### src/rtl/ysyx_23060061_idu_pkg.sv
// Shared decode constants for the ysyx_23060061 IDU: opcodes, fixed system encodings,
// instruction-type / ALU-op / writeback / memory encodings and the decoded control bundle.
// Ports: none (package).
package ysyx_23060061_idu_pkg;

  localparam logic [6:0] OP_LUI    = 7'b0110111;
  localparam logic [6:0] OP_AUIPC  = 7'b0010111;
  localparam logic [6:0] OP_JAL    = 7'b1101111;
  localparam logic [6:0] OP_JALR   = 7'b1100111;
  localparam logic [6:0] OP_BRANCH = 7'b1100011;
  localparam logic [6:0] OP_LOAD   = 7'b0000011;
  localparam logic [6:0] OP_STORE  = 7'b0100011;
  localparam logic [6:0] OP_IMM    = 7'b0010011;
  localparam logic [6:0] OP_REG    = 7'b0110011;
  localparam logic [6:0] OP_FENCE  = 7'b0001111;
  localparam logic [6:0] OP_SYSTEM = 7'b1110011;

  localparam logic [31:0] INST_EBREAK = 32'h0010_0073;
  localparam logic [31:0] INST_ECALL  = 32'h0000_0073;
  localparam logic [31:0] INST_MRET   = 32'h3020_0073;

  // TYPE_NONE is what an empty queue or an illegal entry presents.
  typedef enum logic [2:0] {
    TYPE_NONE = 3'd0, TYPE_R = 3'd1, TYPE_I = 3'd2, TYPE_S = 3'd3,
    TYPE_B = 3'd4, TYPE_U = 3'd5, TYPE_J = 3'd6
  } inst_type_e;

  typedef enum logic [3:0] {
    ALU_ADD = 4'd0, ALU_SUB = 4'd1, ALU_SLL = 4'd2, ALU_SLT = 4'd3,
    ALU_SLTU = 4'd4, ALU_XOR = 4'd5, ALU_SRL = 4'd6, ALU_SRA = 4'd7,
    ALU_OR = 4'd8, ALU_AND = 4'd9, ALU_PASSB = 4'd10, ALU_ADDCLR = 4'd11
  } alu_op_e;

  typedef enum logic [1:0] {WB_ALU = 2'b00, WB_MEM = 2'b01, WB_PC4 = 2'b10, WB_CSR = 2'b11} wb_sel_e;
  typedef enum logic [1:0] {MEM_IDLE = 2'b00, MEM_WRITE = 2'b01, MEM_READ = 2'b10} mem_rw_e;

  localparam logic [1:0] SIZE_B = 2'b00;
  localparam logic [1:0] SIZE_H = 2'b01;
  localparam logic [1:0] SIZE_W = 2'b10;

  typedef struct packed {
    inst_type_e inst_type;
    logic [4:0] rs1;
    logic [4:0] rs2;
    logic [4:0] rd;
    logic       reg_write;
    mem_rw_e    mem_rw;
    logic [1:0] mem_size;
    logic       mem_unsigned;
    logic       branch;
    logic [2:0] br_cond;
    logic       jump;
    logic       alu_a_sel;
    logic       alu_b_sel;
    alu_op_e    alu_op;
    wb_sel_e    wb_sel;
    logic       ebreak;
    logic       ecall;
    logic       mret;
    logic       illegal;
  } ctrl_t;

  // Shared funct3 -> ALU op map for OP and OP-IMM; alt selects SUB/SRA.
  function automatic alu_op_e alu_op_of(input logic [2:0] f3, input logic alt);
    case (f3)
      3'b000:  return alt ? ALU_SUB : ALU_ADD;
      3'b001:  return ALU_SLL;
      3'b010:  return ALU_SLT;
      3'b011:  return ALU_SLTU;
      3'b100:  return ALU_XOR;
      3'b101:  return alt ? ALU_SRA : ALU_SRL;
      3'b110:  return ALU_OR;
      default: return ALU_AND;
    endcase
  endfunction

endpackage

### src/rtl/ysyx_23060061_inst_fifo.sv
// Synchronous FIFO with flush and occupancy count.
// Latency: a pushed word is visible on pop_dat the cycle after the push edge.
// Backpressure: push_rdy = !full (no path from pop_rdy); flush beats push and pop.
// Ports: clk/rst_n, flush, push_vld/push_rdy/push_dat, pop_vld/pop_rdy/pop_dat, count.
module ysyx_23060061_inst_fifo #(
  parameter int WIDTH = 64,
  parameter int DEPTH = 2
) (
  input  logic                       clk,
  input  logic                       rst_n,
  input  logic                       flush,
  input  logic                       push_vld,
  output logic                       push_rdy,
  input  logic [WIDTH-1:0]           push_dat,
  output logic                       pop_vld,
  input  logic                       pop_rdy,
  output logic [WIDTH-1:0]           pop_dat,
  output logic [$clog2(DEPTH):0]     count
);
  localparam int AW = $clog2(DEPTH);
  localparam int CW = AW + 1;

  logic [WIDTH-1:0] mem_q [DEPTH];
  logic [WIDTH-1:0] mem_d [DEPTH];
  logic [AW-1:0]    wr_ptr_q, wr_ptr_d, rd_ptr_q, rd_ptr_d;
  logic [CW-1:0]    cnt_q, cnt_d;
  logic             push, pop;

  assign push_rdy = (cnt_q != CW'(DEPTH));
  assign pop_vld  = (cnt_q != '0);
  assign pop_dat  = mem_q[rd_ptr_q];
  assign count    = cnt_q;
  assign push     = push_vld && push_rdy && !flush;
  assign pop      = pop_vld && pop_rdy && !flush;

  // DEPTH is a power of two, so pointer increments wrap naturally.
  always_comb begin
    mem_d    = mem_q;
    wr_ptr_d = wr_ptr_q;
    rd_ptr_d = rd_ptr_q;
    cnt_d    = cnt_q;
    if (flush) begin
      wr_ptr_d = '0;
      rd_ptr_d = '0;
      cnt_d    = '0;
    end else begin
      if (push) begin
        mem_d[wr_ptr_q] = push_dat;
        wr_ptr_d        = wr_ptr_q + 1'b1;
      end
      if (pop) rd_ptr_d = rd_ptr_q + 1'b1;
      case ({push, pop})
        2'b10:   cnt_d = cnt_q + 1'b1;
        2'b01:   cnt_d = cnt_q - 1'b1;
        default: cnt_d = cnt_q;
      endcase
    end
  end

  always_ff @(posedge clk or negedge rst_n) begin
    if (!rst_n) begin
      mem_q    <= '{default: '0};
      wr_ptr_q <= '0;
      rd_ptr_q <= '0;
      cnt_q    <= '0;
    end else begin
      mem_q    <= mem_d;
      wr_ptr_q <= wr_ptr_d;
      rd_ptr_q <= rd_ptr_d;
      cnt_q    <= cnt_d;
    end
  end
endmodule

### src/rtl/ysyx_23060061_idu.sv
// Instruction decode unit: queues {inst, pc} from the IFU and decodes the head entry (RV32I/E).
// Latency: one cycle from accept to out_valid on an empty queue; one instruction per cycle streaming.
// Backpressure: in_ready = queue not full; head outputs hold while out_valid && !out_ready.
// Optional macro YSYX_23060061_ZICSR_EN: decodes CSR ops (wb_sel 11), ECALL and MRET.
// Ports: clk/rst_n/flush, in_* (IFU handshake), out_* (decoded head to EXU), count (occupancy).
module ysyx_23060061_idu
  import ysyx_23060061_idu_pkg::*;
#(
  parameter int XLEN       = 32,
  parameter int FIFO_DEPTH = 2,
  parameter int NREG       = 32
) (
  input  logic                        clk,
  input  logic                        rst_n,
  input  logic                        flush,
  input  logic                        in_valid,
  output logic                        in_ready,
  input  logic [31:0]                 in_inst,
  input  logic [XLEN-1:0]             in_pc,
  output logic                        out_valid,
  input  logic                        out_ready,
  output logic [XLEN-1:0]             out_pc,
  output logic [2:0]                  out_inst_type,
  output logic [4:0]                  out_rs1,
  output logic [4:0]                  out_rs2,
  output logic [4:0]                  out_rd,
  output logic [XLEN-1:0]             out_imm,
  output logic                        out_reg_write,
  output logic [1:0]                  out_mem_rw,
  output logic [1:0]                  out_mem_size,
  output logic                        out_mem_unsigned,
  output logic                        out_branch,
  output logic [2:0]                  out_br_cond,
  output logic                        out_jump,
  output logic                        out_alu_a_sel,
  output logic                        out_alu_b_sel,
  output logic [3:0]                  out_alu_op,
  output logic [1:0]                  out_wb_sel,
  output logic                        out_ebreak,
  output logic                        out_ecall,
  output logic                        out_mret,
  output logic                        out_illegal,
  output logic [$clog2(FIFO_DEPTH):0] count
);
  logic [31+XLEN:0] head_dat;
  logic [31:0]      inst;
  logic [XLEN-1:0]  pc;

  ysyx_23060061_inst_fifo #(.WIDTH(32 + XLEN), .DEPTH(FIFO_DEPTH)) u_fifo (
    .clk(clk), .rst_n(rst_n), .flush(flush),
    .push_vld(in_valid), .push_rdy(in_ready), .push_dat({in_inst, in_pc}),
    .pop_vld(out_valid), .pop_rdy(out_ready), .pop_dat(head_dat), .count(count)
  );

  assign {inst, pc} = head_dat;

  logic [6:0] opc, f7;
  logic [2:0] f3;
  logic [4:0] rs1, rs2, rd;
  assign opc = inst[6:0];
  assign rd  = inst[11:7];
  assign f3  = inst[14:12];
  assign rs1 = inst[19:15];
  assign rs2 = inst[24:20];
  assign f7  = inst[31:25];

  logic [XLEN-1:0] imm_i, imm_s, imm_b, imm_u, imm_j;
  assign imm_i = XLEN'($signed(inst[31:20]));
  assign imm_s = XLEN'($signed({inst[31:25], inst[11:7]}));
  assign imm_b = XLEN'($signed({inst[31], inst[7], inst[30:25], inst[11:8], 1'b0}));
  assign imm_u = XLEN'($signed({inst[31:12], 12'b0}));
  assign imm_j = XLEN'($signed({inst[31], inst[19:12], inst[20], inst[30:21], 1'b0}));

  ctrl_t           c, o;
  logic [XLEN-1:0] imm;
  // use_*: field is a register the instruction reads/writes (routed out and range-checked).
  logic            use1, use2, used, chk1, ill;

  always_comb begin
    c    = '0;
    imm  = '0;
    use1 = 1'b0;
    use2 = 1'b0;
    used = 1'b0;
    chk1 = 1'b1;
    ill  = 1'b0;
    case (opc)
      OP_LUI: begin
        c.inst_type = TYPE_U; used = 1'b1; imm = imm_u;
        c.alu_b_sel = 1'b1; c.alu_op = ALU_PASSB;
      end
      OP_AUIPC: begin
        c.inst_type = TYPE_U; used = 1'b1; imm = imm_u;
        c.alu_a_sel = 1'b1; c.alu_b_sel = 1'b1; c.alu_op = ALU_ADD;
      end
      OP_JAL: begin
        c.inst_type = TYPE_J; used = 1'b1; imm = imm_j; c.jump = 1'b1;
        c.alu_a_sel = 1'b1; c.alu_b_sel = 1'b1; c.alu_op = ALU_ADD; c.wb_sel = WB_PC4;
      end
      OP_JALR: begin
        ill = (f3 != 3'b000);
        c.inst_type = TYPE_I; use1 = 1'b1; used = 1'b1; imm = imm_i; c.jump = 1'b1;
        c.alu_b_sel = 1'b1; c.alu_op = ALU_ADDCLR; c.wb_sel = WB_PC4;
      end
      OP_BRANCH: begin
        ill = (f3[2:1] == 2'b01);
        c.inst_type = TYPE_B; use1 = 1'b1; use2 = 1'b1; imm = imm_b;
        c.branch = 1'b1; c.br_cond = f3; c.alu_op = ALU_SUB;
      end
      OP_LOAD: begin
        ill = (f3 == 3'b011) || (f3[2:1] == 2'b11);
        c.inst_type = TYPE_I; use1 = 1'b1; used = 1'b1; imm = imm_i;
        c.alu_b_sel = 1'b1; c.mem_rw = MEM_READ; c.mem_size = f3[1:0];
        c.mem_unsigned = f3[2]; c.wb_sel = WB_MEM;
      end
      OP_STORE: begin
        ill = (f3 > 3'b010);
        c.inst_type = TYPE_S; use1 = 1'b1; use2 = 1'b1; imm = imm_s;
        c.alu_b_sel = 1'b1; c.mem_rw = MEM_WRITE; c.mem_size = f3[1:0];
      end
      OP_IMM: begin
        // Shift-immediates reuse funct7 as an encoding qualifier.
        ill = ((f3 == 3'b001) && (f7 != 7'h00)) ||
              ((f3 == 3'b101) && (f7 != 7'h00) && (f7 != 7'h20));
        c.inst_type = TYPE_I; use1 = 1'b1; used = 1'b1; imm = imm_i;
        c.alu_b_sel = 1'b1; c.alu_op = alu_op_of(f3, (f3 == 3'b101) && f7[5]);
      end
      OP_REG: begin
        ill = !((f7 == 7'h00) || ((f7 == 7'h20) && ((f3 == 3'b000) || (f3 == 3'b101))));
        c.inst_type = TYPE_R; use1 = 1'b1; use2 = 1'b1; used = 1'b1;
        c.alu_op = alu_op_of(f3, f7[5]);
      end
      OP_FENCE: begin
        // FENCE is an ordering no-op for this in-order core.
        ill = (f3 != 3'b000);
        c.inst_type = TYPE_I;
      end
      OP_SYSTEM: begin
        c.inst_type = TYPE_I;
        if (inst == INST_EBREAK) c.ebreak = 1'b1;
`ifdef YSYX_23060061_ZICSR_EN
        else if (inst == INST_ECALL) c.ecall = 1'b1;
        else if (inst == INST_MRET)  c.mret  = 1'b1;
        else if (f3[1:0] != 2'b00) begin
          // Immediate CSR forms carry zimm in the rs1 field: route it but skip the range check.
          use1 = 1'b1; chk1 = !f3[2]; used = 1'b1; imm = imm_i; c.wb_sel = WB_CSR;
        end
`endif
        else ill = 1'b1;
      end
      default: ill = 1'b1;
    endcase

    ill = ill || (use1 && chk1 && ({1'b0, rs1} >= 6'(NREG))) ||
          (use2 && ({1'b0, rs2} >= 6'(NREG))) || (used && ({1'b0, rd} >= 6'(NREG)));

    c.rs1       = use1 ? rs1 : 5'd0;
    c.rs2       = use2 ? rs2 : 5'd0;
    c.rd        = used ? rd  : 5'd0;
    c.reg_write = used && (rd != 5'd0);

    if (ill) begin
      c         = '0;
      c.illegal = 1'b1;
      imm       = '0;
    end
  end

  assign o = out_valid ? c : '0;

  assign out_pc           = out_valid ? pc  : '0;
  assign out_imm          = out_valid ? imm : '0;
  assign out_inst_type    = o.inst_type;
  assign out_rs1          = o.rs1;
  assign out_rs2          = o.rs2;
  assign out_rd           = o.rd;
  assign out_reg_write    = o.reg_write;
  assign out_mem_rw       = o.mem_rw;
  assign out_mem_size     = o.mem_size;
  assign out_mem_unsigned = o.mem_unsigned;
  assign out_branch       = o.branch;
  assign out_br_cond      = o.br_cond;
  assign out_jump         = o.jump;
  assign out_alu_a_sel    = o.alu_a_sel;
  assign out_alu_b_sel    = o.alu_b_sel;
  assign out_alu_op       = o.alu_op;
  assign out_wb_sel       = o.wb_sel;
  assign out_ebreak       = o.ebreak;
  assign out_ecall        = o.ecall;
  assign out_mret         = o.mret;
  assign out_illegal      = o.illegal;
endmodule

### config.mk
export PLATFORM = sky130hd
export DESIGN_NAME = ysyx_23060061_idu
export DESIGN_NICKNAME = d
export VERILOG_FILES = /design/src/rtl/ysyx_23060061_idu_pkg.sv /design/src/rtl/ysyx_23060061_inst_fifo.sv /design/src/rtl/ysyx_23060061_idu.sv
export SDC_FILE = /design/constraint.sdc
export NUM_CORES = 1
export LEC_CHECK = 0
export ABC_CLOCK_PERIOD_IN_PS = 3650
export BUFFER_PORTS_ARGS = -buffer_cell sky130_fd_sc_hd__buf_4
export CAP_MARGIN = 0
export CORE_MARGIN = 5
export CORE_UTILIZATION = 30
export CTS_CLUSTER_SIZE = 28
export DETAILED_ROUTE_END_ITERATION = 10
export GPL_TIMING_DRIVEN = 0
export SLEW_MARGIN = 10
export SYNTH_ARGS = -nofsm -noshare
export SYNTH_HDL_FRONTEND = slang
export SYNTH_SLANG_ARGS = --single-unit
### constraint.sdc
create_clock -name clk -period 3.65 [get_ports clk]
set_input_delay 0.365 -clock clk [delete_from_list [all_inputs] [get_ports clk]]
set_output_delay 0.365 -clock clk [all_outputs]
set_load 0.01 [all_outputs]
==> Yosys cells after proc, flatten, opt, wreduce, memory -nomap -nowiden <==
Index checks and enable logic that the tools add are counted.
{ "totals": {"reg_bits": 132, "inputBits": 69, "out_inout_bits": 109, "word_cells": 122} }
{ "classes": {"addsub": 4, "magnitude_cmp": 4, "eq_ne": 25, "n_mux": 43, "bitwise": 3, "reduce_logical": 38} }
{ "ops": {"columns": ["cell", "n"], "rows": [
  ["$mux 64", 4],
  ["$pmux 32 s5", 1],
  ["$bwmux 128", 1],
  ["$mux 32", 3],
  ["$mux 41", 2],
  ["$demux 64 s1", 1],
  ["$pmux 4 s7", 2],
  ["$eq 32x21->1 const B", 1],
  ["$eq 7x6->1 const B", 4],
  ["$eq 7x7->1 const B", 4],
  ["$pmux 4 s5", 1],
  ["$mux 1", 18],
  ["$pmux 3 s6", 1],
  ["$mux 5", 3],
  ["$eq 7x5->1 const B", 2],
  ["$reduce_or 7->1", 2],
  ["$logic_and 1x1->1", 11],
  ["$eq 3x3->1 const B", 3],
  ["$reduce_or 3->1", 3],
  ["$pmux 1 s8", 1],
  ["$pmux 2 s2", 2],
  ["$pmux 4 s2", 1],
  ["$reduce_or 2->1", 4],
  ["$eq 7x2->1 const B", 1],
  ["28 further kinds", 41]
]} }

==> Depth between registers and ports, before layout <==
{ "logic_depth": {"depth_word": 12, "depth_mapped": 11, "depth_no_buf": 6} }

==> Cells and area by module <==
Synthesis repeated with hierarchy kept, for this count alone.
{ "unflattened": {"cells_unflattened": 662, "area_unflattened_um2": 7584.8} }
{ "modules_own_cells": {"columns": ["module", "n_inst", "cells_per_inst", "area_each_um2", "seq_area_each_um2"], "rows": [
  ["ysyx_23060061_inst_fifo", 1, 365, 5930.7, 3303.2],
  ["ysyx_23060061_idu", 1, 297, 1654.1, 0.0]
]} }

==> Worst setup path before layout <==
No wires, ideal clock.
{ "synth_path": {"kind": "register to output", "start": "register u_fifo.rd_ptr_q", "end": "output out_rs1[2]", "arrival_time_ps": 2590, "required_ps": 3285, "setup_slack_ps": 695, "path_stages_with_launch": 11, "n_path_buf": 4, "path_cell_list": "dfrtp_1 > buf_2 > buf_6 > buf_6 > mux2i_2 > nand2_1 > nor4b_1 > a31o_2 > nand2_1 > buf_2 > nor4b_1"} }
{ "synth_via": {"elab_chain_cells": 12} }
{ "synth_lines": {"columns": ["element", "line_no", "text"], "rows": [
  ["from (decl)", "ysyx_23060061_inst_fifo.sv:25", "logic [AW-1:0] wr_ptr_q, wr_ptr_d, rd_ptr_q, rd_ptr_d;"],
  ["from (signal assigned)", "ysyx_23060061_inst_fifo.sv:69", "rd_ptr_q <= rd_ptr_d;"],
  ["$not 1->2 (implied by the code) *", "ysyx_23060061_inst_fifo.sv:31", "assign pop_dat = mem_q[rd_ptr_q];"],
  ["$mux 64 (implied by the code) * (3 in a row)", "ysyx_23060061_inst_fifo.sv:31", null],
  ["parallel branches: the longest is 6 deep, another holds $eq 32x21->1", null, null],
  ["$mux 41 *", "ysyx_23060061_idu.sv:162", "if (ill) begin"],
  ["$mux 41 *", "ysyx_23060061_idu.sv:169", "assign o = out_valid ? c : '0;"],
  ["to (decl)", "ysyx_23060061_idu.sv:24", "output logic [4:0] out_rs1,"]
]} }
Every way passes the cells marked *. The select of a mux whose other input is x is not followed.

==> Worst setup path after layout <==
{ "layout_path": {"start": "register u_fifo.rd_ptr_q", "end": "output out_mem_unsigned"} }
{ "layout_via": {"elab_chain_cells": 12} }
{ "layout_lines": {"columns": ["element", "line_no", "text"], "rows": [
  ["$not 1->2 (implied by the code) *", "ysyx_23060061_inst_fifo.sv:31", null],
  ["$mux 64 (implied by the code) * (3 in a row)", "ysyx_23060061_inst_fifo.sv:31", null],
  ["parallel branches: the longest is 6 deep, another holds $eq 32x21->1", null, null],
  ["$mux 41 *", "ysyx_23060061_idu.sv:162", null],
  ["$mux 41 *", "ysyx_23060061_idu.sv:169", null],
  ["to (decl)", "ysyx_23060061_idu.sv:31", "output logic out_mem_unsigned,"]
]} }
Marks and branches as above.

==> impl_metrics.yaml <==
grt:
  use_met1: 0.216
  first_global_vias: 6561
  grt_max_degree: 78
  grt_overflow_total: 0
  gr-max-usage-layer: "met2"
  grt_pass1_wl_mm: 37.5
  antenna_found_initial: 1
  grt.met2_usage: 0.279
  grt_use_met3: 0.0562
  grtUsageTotal: 0.170
worst_setup_path:
  crit_slowest_cell: "dfrtp_2"
  cp-start-kind: "flip-flop"
  crit_path_end_kind: "output port"
  cp.arrival_ps: 3210
  cp.required_ps: 3280
  crit_chain: "buf_6, buf_6, buf_12, mux2i_4, buf_4, a41oi_1, o21ai_2, o311ai_4, buf_2, nor4_1, buf_4"
  cpPeakStageDelay_ps: 410
  worstSetupPathType: "flip-flop to output port"
  cp_max_fo: 10
timing:
  tightest_slew_ps: 1420
  max-slew-margin-rel: 0.0462
  setup_tns_ps: 0
  fmax_mhz: 280
  timing.final.hold_violations: 0
  holdWs_ps: 146
  finalMaxSlewViolations: 0
  setup_viol: 0
  worst_slack_ps: 79.3
  period_share: 0.978
  finClkSkew_ps: 8.26
  rsz0062_at_grt: "true"
  post-route-min-period_ps: 3570
place:
  placedInstanceArea_sq_mm: 0.00909
  gp_congestion: 0.935
  dpl.cell_count: 1168
  hpwl_mm: 17.8
  portBuffers: 175
  dp_slack_ps: -164
synth:
  synth_commonest_cells: "mux2_2, dfrtp_1, nor2_1, mux2i_1, nor3_1"
  synth_area_leaders: "dfrtp_1, mux2_2, mux2i_1"
  synth_most_common_cell: "mux2_2"
  synth_edf_count: 0
  yosys.cell_types.count: 58
  synth.cell_area_sq_mm: 0.00733
  yosysSeqAreaShare: 0.450
  synthFlopType: "dfrtp_1"
  ys.warnings.count: 0
  synth_seq_cells: 132
  synth_async_sr_flop_share: 1.00
  synth_top_cell_area_share: 0.450
  yosys.area.top_type: "dfrtp_1"
  avgSynthCellArea_sq_um: 11.0
  synth_cells: 667
routing:
  avgRoutedWirePerCell_um: 19.6
  num_vias: 6182
  first_iter_violations: 290
  drt_first_pass_iters: 4
  drc: 0
  drtAntennaViolNets: 0
  routed_wl_mm: 23.8
  viasPerCell: 5.09
final_layout:
  nets: 947
  post-route-util: 0.427
  final_cell_count_no_fill: 1215
  fin_area_sq_mm: 0.0103
  antennaDiodeCount: 0
  drive_gt1_frac: 0.507
  area_growth_syn_to_layout_pct: 40.6
floorplanning:
  die_y_um: 166
  io_pins: 178
  fp-row-count: 57
  core_sq_mm: 0.0242
  die_w_um: 166
  die_area_sq_mm: 0.0277
  initial_core_util: 0.303
clocking:
  cts.path.max_buffers: 2
  cts-buffers-inserted: 17
  cts_root_buf: "clkbuf_16"
  clk-insertion-delay-late_ps: 420
  htreeDepth: 4
  cts_tree: "yes"
  clkTransAtPathRegs_ps: 60
  numClockSinks: 132
power_and_ir_drop:
  intPower_mw: 3.71
  p_leak_nw: 4.29
  p_seq_frac: 0.395
  power.total_mw: 5.56
  ir_drop_mv: 0.334
  p_per_area_mw_per_mm2: 539
  clockPowerShare: 0.322
  power_frac_comb: 0.283
  netSwitchingFraction: 0.333
  p_switching_mw: 1.85
flow_run:
  drv_cap: 0
min_path:
  hp-class: "primary input to flip-flop"
status:
  outcome: "completed"
per-layer routing:
metal,vias up,share of wire
met1,3061,0.43
met3,32,0.069
met2,197,0.48
li1,2890,-
met4,2,0.018
met5,-,0.00042
state kept, by name (all words and copies together), names as in the netlist:
name	count
u_fifo.mem_q	128
u_fifo.count	2
u_fifo.wr_ptr_q	1
u_fifo.rd_ptr_q	1
power by group through the flow:
stage               Sequential [mW]  Clock, mW  Combinational [mW]
floorplan                      2.08          0               0.976
global placement               2.16          0                1.39
detailed placement             2.18          0                1.42
CTS                            2.19       1.84                1.50
global route                   2.25       1.90                1.72
finish                         2.20       1.79                1.58
cell usage in the layout, fill, tap and decap left out, types with 3 or more instances in the layout:
cell       instances
nor4_4             7
nor4b_1            3
nor2_1            77
a21oi_1           17
mux2i_2            3
mux2i_1           45
nand3_1           10
dfrtp_1          131
xor2_1             4
clkbuf_1          17
o21ai_0            5
inv_6              5
inv_8              4
clkbuf_2           4
buf_4            190
nor3_2            13
a211oi_1           4
nand3b_1           4
inv_1              4
nand2_1           28
mux2i_4           10
buf_2              8
o22a_1             4
mux2_2           140
nor3b_1            3
clkbuf_16         17
nand4_1            3
a31oi_1            6
nor4_1             7
o22ai_1            3
nor4_2             5
buf_6             11
nor3_1            34
cell families (layout without fill, tap and decap cells):
| kind of cell | after synthesis | in the layout | synth area share |
|---|---|---|---|
| AND/OR/NAND/NOR | 219 | 219 | 0.155 |
| multiplexers | 198 | 198 | 0.295 |
| flip-flops | 132 | 132 | 0.450 |
| other | 1 | 2 | 0.000511 |
| buffers and inverters | 48 | 271 | 0.0329 |
| AO/OA/AOI/OAI | 65 | 65 | 0.0613 |
| XOR/XNOR | 4 | 4 | 0.00478 |
path summary, 6_finish.rpt:
path / from / cells after the start / slack [ps] / to
worst max register to register: u_fifo.count[0]$_DFFE_PN0P_ / 5 / 1050 / u_fifo.mem_q[89]$_DFFE_PN0P_
min in group asynchronous: rst_n / 2 / 470 / u_fifo.mem_q[89]$_DFFE_PN0P_
max in group asynchronous: rst_n / 3 / 2390 / u_fifo.rd_ptr_q$_DFFE_PN0P_
worst max-delay path: u_fifo.rd_ptr_q$_DFFE_PN0P_ / 11 / 80 / out_mem_unsigned
worst min-delay path: flush / 2 / 150 / u_fifo.rd_ptr_q$_DFFE_PN0P_
worst min register to register: u_fifo.mem_q[0]$_DFFE_PN0P_ / 1 / 510 / u_fifo.mem_q[0]$_DFFE_PN0P_
area by class of cell:
| class | count | area [sq um] |
|---|---|---|
| Clock buffer | 17 | 425 |
| Inverter | 4 | 15.0 |
| Buffer | 44 | 287 |
| Clock inverter | 15 | 189 |
| Multi-Input combinational cell | 488 | 4220 |
| Timing Repair Buffer | 191 | 1460 |
| Sequential cell | 132 | 3300 |
| Tap cell | 324 | 405 |
| Fill cell | 2368 | 13900 |
timing repair:
item | in CTS | in global routing
gates cloned | 0 | 1
setup endpoints to repair | 100 | 70
pin swaps | 1 | 5
hold endpoints to repair | 55 | 0
hold buffers | 1 | 0
resized for setup | 49 | 55
buffers inserted | 6 | 7
worst max-delay path, delay by kind of cell (launching register included):
kind,cells,cell delay (ps)
AOI/OAI and AO/OA,3,530
buffers and inverters,6,1150
DFF,1,410
muxes,1,290
and+or+nand+nor,1,380
(Power assumes the default switching activity.)
